==> config.mk <==
export PLATFORM = sky130hd
export DESIGN_NAME = serial_addsub
export DESIGN_NICKNAME = d
export VERILOG_FILES = /design/src/rtl/serial_addsub.sv
export SDC_FILE = /design/constraint.sdc
export NUM_CORES = 1
export LEC_CHECK = 0
export ABC_AREA = 0
export BUFFER_PORTS_ARGS = -buffer_cell sky130_fd_sc_hd__buf_4
export CAP_MARGIN = 20
export CELL_PAD_IN_SITES_DETAIL_PLACEMENT = 1
export CELL_PAD_IN_SITES_GLOBAL_PLACEMENT = 2
export CORE_MARGIN = 2
export CORE_UTILIZATION = 29
export CTS_CLUSTER_SIZE = 25
export DETAILED_ROUTE_END_ITERATION = 6
export PLACE_DENSITY_LB_ADDON = 0.25
export SLEW_MARGIN = 25
export SYNTH_ARGS = -nofsm -noshare
export SYNTH_HDL_FRONTEND = slang
export SYNTH_SLANG_ARGS = --single-unit
==> constraint.sdc <==
create_clock -name clk -period 1.35 [get_ports clk]
set_input_delay 0.135 -clock clk [delete_from_list [all_inputs] [get_ports clk]]
set_output_delay 0.135 -clock clk [all_outputs]
set_load 0.01 [all_outputs]
==> src/rtl/serial_addsub.sv <==
// Bit-serial adder/subtractor: one full-adder cell and a carry flop, LSB first.
// Subtract is A + ~B + 1, with the +1 entering through the preset carry.
module serial_addsub #(
   parameter int unsigned WIDTH = 4
) (
   input  logic             clk,
   input  logic             rst,
   input  logic             start,
   input  logic             sub,
   input  logic [WIDTH-1:0] a,
   input  logic [WIDTH-1:0] b,
   output logic             ready,
   output logic             busy,
   output logic             done,
   output logic [WIDTH-1:0] result,
   output logic             carry_out,
   output logic             overflow
);

   localparam int unsigned CW = $clog2(WIDTH);
   localparam logic [CW-1:0] LAST = CW'(WIDTH - 1);

   typedef enum logic [1:0] {
      IDLE = 2'd0,
      RUN  = 2'd1,
      DONE = 2'd2
   } state_t;

   state_t state;
   state_t state_nxt;
   logic   load;
   logic   step;
   logic   finish;

   logic [WIDTH-1:0] sa;
   logic [WIDTH-1:0] sb;
   logic [WIDTH-1:0] sr;
   logic [CW-1:0]    count;
   logic             c;
   logic             fa_s;
   logic             fa_c;

   always_ff @(posedge clk) begin
      if (rst) begin
         state <= IDLE;
      end else begin
         state <= state_nxt;
      end
   end

   // Next state and datapath strobes
   always_comb begin
      state_nxt = state;
      load      = 1'b0;
      step      = 1'b0;
      finish    = 1'b0;
      case (state)
         IDLE: begin
            if (start) begin
               load      = 1'b1;
               state_nxt = RUN;
            end
         end
         RUN: begin
            step = 1'b1;
            if (count == LAST) begin
               finish    = 1'b1;
               state_nxt = DONE;
            end
         end
         DONE: begin
            state_nxt = IDLE;
         end
         default: begin
            state_nxt = IDLE;
         end
      endcase
   end

   // Status flags track the state one-for-one but come straight from flops
   always_ff @(posedge clk) begin
      if (rst) begin
         ready <= 1'b1;
         busy  <= 1'b0;
         done  <= 1'b0;
      end else begin
         ready <= (state_nxt == IDLE);
         busy  <= (state_nxt == RUN);
         done  <= (state_nxt == DONE);
      end
   end

   // Single full-adder cell
   always_comb begin
      fa_s = sa[0] ^ sb[0] ^ c;
      fa_c = (sa[0] & sb[0]) | (sa[0] & c) | (sb[0] & c);
   end

   always_ff @(posedge clk) begin
      if (rst) begin
         sa        <= '0;
         sb        <= '0;
         sr        <= '0;
         count     <= '0;
         c         <= 1'b0;
         result    <= '0;
         carry_out <= 1'b0;
         overflow  <= 1'b0;
      end else if (load) begin
         sa    <= a;
         sb    <= sub ? ~b : b;
         c     <= sub;
         count <= '0;
      end else if (step) begin
         sa    <= {1'b0, sa[WIDTH-1:1]};
         sb    <= {1'b0, sb[WIDTH-1:1]};
         sr    <= {fa_s, sr[WIDTH-1:1]};
         c     <= fa_c;
         count <= count + CW'(1);
         // On the MSB step, c is the carry into the MSB
         if (finish) begin
            result    <= {fa_s, sr[WIDTH-1:1]};
            carry_out <= fa_c;
            overflow  <= c ^ fa_c;
         end
      end
   end

endmodule

==> run_results.csv <==
group,metric,value,unit
routing,final_antenna_net_count,0,
die,dieArea,3997,um^2
clock_network,clock_latency,0.32,ns
global_routing,grt_util_met3,2.321,%
worst_setup_path,r2r_setup_slack,0.10,ns
hold_path,holdPathStages,3,
cells_and_area,antenna_cells,0,
synthesis,syn-instance-count,102,
global_routing,antenna_found_initial,0,
global_routing,met1_usage,13.27,%
synthesis,ys_seq_elements,25,
flow_run,cap_violations,0,
timing,setup_tns,0,ns
routing,first_pass_iters,3,
worst_setup_path,critPathKind,"reg -> reg",
cells_and_area,layout.nets,138,
routing,drt_iter0_markers,47,
timing,max_freq,0.8018,GHz
synthesis,yosysSeqAreaShare,49.20,%
power_and_ir_drop,p_leak,0.5196,nW
worst_setup_path,r2r-end,"sa[0]",
routing,finalWirelength,2025,um
power_and_ir_drop,intPower,973.4,uW
global_routing,grt_max_degree,24,
clock_network,cts_made_buffers,3,
timing,drv_slew,0,
synthesis,syn_avg_cell_area,9.973,um^2
clock_network,hold_buffers,0,
worst_setup_path,crit_fanout,9,
routing,vias_per_cell,4.586,
die,fp.dieW,63.23,um
synthesis,synth_most_common_cell,"dfxtp_1",
power_and_ir_drop,power_frac_clock,25.9,%
synthesis,synth_edf_count,0,
hold_path,min_path_type,"in -> reg",
synthesis,synthesis.nets,116,
synthesis,synth.cell_area,1017,um^2
worst_setup_path,critPathCaptureType,"flop",
placed_design,hpwl,1459,um
power_and_ir_drop,p_seq_share,61.1,%
worst_setup_path,start_kind,"flop",
synthesis,synth_largest_area_cell,"dfxtp_1",
placed_design,placed_cells,165,
cells_and_area,area_growth,22.14,%
clock_network,h-tree-depth,1,
status,outcome,"finished, final reports clean",
placed_design,routabilityCongestion,0.7144,
cells_and_area,drive_gt1_share,25.20,%
synthesis,synth_common_cells,"dfxtp_1 (25), nor2_1 (15), mux2i_1 (12)",
worst_setup_path,required,1.58,ns
placed_design,port_buffers,20,
clock_network,post-cts-setup-buffers,0,
die,start_util,30.25,%
global_routing,grtUsageTotal,11.60,%
cells_and_area,instances_no_fill,169,
global_routing,grt_pass1_vias,821,
routing,num_vias,775,
clock_network,cts_tree,"built",
timing,hold_viol,0,
power_and_ir_drop,fin_total_pwr,1.300,mW
cells_and_area,stdcell_area,1242,um^2
timing,worst_slack,0.1029,ns
clock_network,cts_sinks,25,
timing,slew_headroom,84.32,%
power_and_ir_drop,ir_worst_vdd,344.6,uV
worst_setup_path,cp.arrival,1.47,ns
placed_design,place_ws,0.09464,ns
worst_setup_path,rr_worst_depth,4,
timing,rsz0062_at_grt,"no",
timing,period_share,92.38,%
routing,drc,0,
synthesis,yosys.area.top_type_share,49.20,%
worst_setup_path,reg2reg_from,"state[0]",
die,die_y,63.23,um
clock_network,ctsResizeCount,0,
timing,worst_hold_slack,0.04695,ns
cells_and_area,fin_util,36.94,%
power_and_ir_drop,power.density,1046,nW/um^2
synthesis,async_flop_share,0,%
die,rows,21,
placed_design,placed_cell_area,1214,um^2
timing,setup_viol,0,
synthesis,yosysWarnings,0,
worst_setup_path,endpoint,"sa[0]",
clock_network,cts_root_buffer,"clkbuf_4",
clock_network,clock_path_buffers,2,
synthesis,netlist_top_cells_area,"dfxtp_1 (49%), mux2i_1 (12%), nor2_1 (5.5%)",
power_and_ir_drop,p_comb_share,12.9,%
power_and_ir_drop,power_switching,326.5,uW
synthesis,synth_cell_types,22,
synthesis,yosys_most_used_dff,"dfxtp_1",
worst_setup_path,startpoint,"state[0]",
global_routing,grt.overflow.total,0,
die,ios,21,
global_routing,busiest_layer,"met2",
timing,clock_skew,0.005717,ns
routing,wl_per_cell,11.98,um
timing,fin_crit,1.247,ns
timing,max_slew.worst_pin.slew,0.2338,ns
global_routing,grt_pass1_wl,3670,um
die,core,3363,um^2
global_routing,met2_usage,20.48,%
clock_network,cts.clk_slew.worst_paths,0.14,ns
power_and_ir_drop,swShare,25.12,%
## cells in the final DEF (no fill, tap or decap)
master	instances
o21ba_2	1
xor2_1	5
clkbuf_1	1
nor2b_1	1
fa_2	1
a22oi_1	3
nor2_1	15
ha_1	1
o21bai_1	1
nand3b_1	4
a21oi_1	7
nor3b_2	1
clkbuf_4	3
mux2i_1	12
a211oi_1	4
dfxtp_1	25
nand2_1	4
nand3_1	4
buf_4	25
nand2b_1	1
nor3_1	1
o21ai_1	3
## state kept, by name (all words and copies together), names as in the netlist
name,cells
done,1
overflow,1
sa,4
busy,1
result,4
sr,3
c,1
sb,4
state,2
carry_out,1
ready,1
count,2
## cells by family after synthesis
| logic type | after synthesis | synth area share (%) |
|---|---|---|
| adders and majority gates | 2 | 3.198 |
| xor gates and xnor gates | 5 | 4.305 |
| DFF | 25 | 49.20 |
| AOI/OAI and AO/OA | 19 | 11.81 |
| buffers and inverters | 8 | 4.796 |
| and+or+nand+nor | 31 | 14.88 |
| muxes | 12 | 11.81 |
## final cells by class
cell class,instances,area (um^2)
multi-input combinational,69,470.5
sequential,25,500.5
clock buffer,4,26.28
fill,420,2121
tap,46,57.56
timing repair buffer,25,187.7
## critical path: stages (launching register included)
cell	delay (ns)
dfxtp_1	0.40
nor3b_2	0.19
buf_4	0.21
mux2i_1	0.09
a211oi_1	0.27
## power groups by stage
stage	combinational [mW]	sequential (mW)	clock [mW]
final	0.168	0.794	0.337
after global routing	0.193	0.799	0.398
after CTS	0.172	0.794	0.362
after global placement	0.166	0.809	0
after floorplan	0.119	0.805	0
after detailed placement	0.171	0.811	0
## how the worst min path moves through the flow
| stage | from | end |
|---|---|---|
| floorplan | a[3] | sa[3] |
| global placement | a[3] | sa[3] |
| detailed placement | a[3] | sa[3] |
| CTS | a[3] | sa[3] |
| global route | a[3] | sa[3] |
| finish | a[3] | sa[3] |
## routing by layer
| metal | wire (um) | share of wire (%) |
|---|---|---|
| met2 | 1024 | 51 |
| met3 | 85 | 4.2 |
| met5 | 0 | 0 |
| met4 | 15 | 0.74 |
| met1 | 900 | 44 |
(Power assumes the default switching activity.)
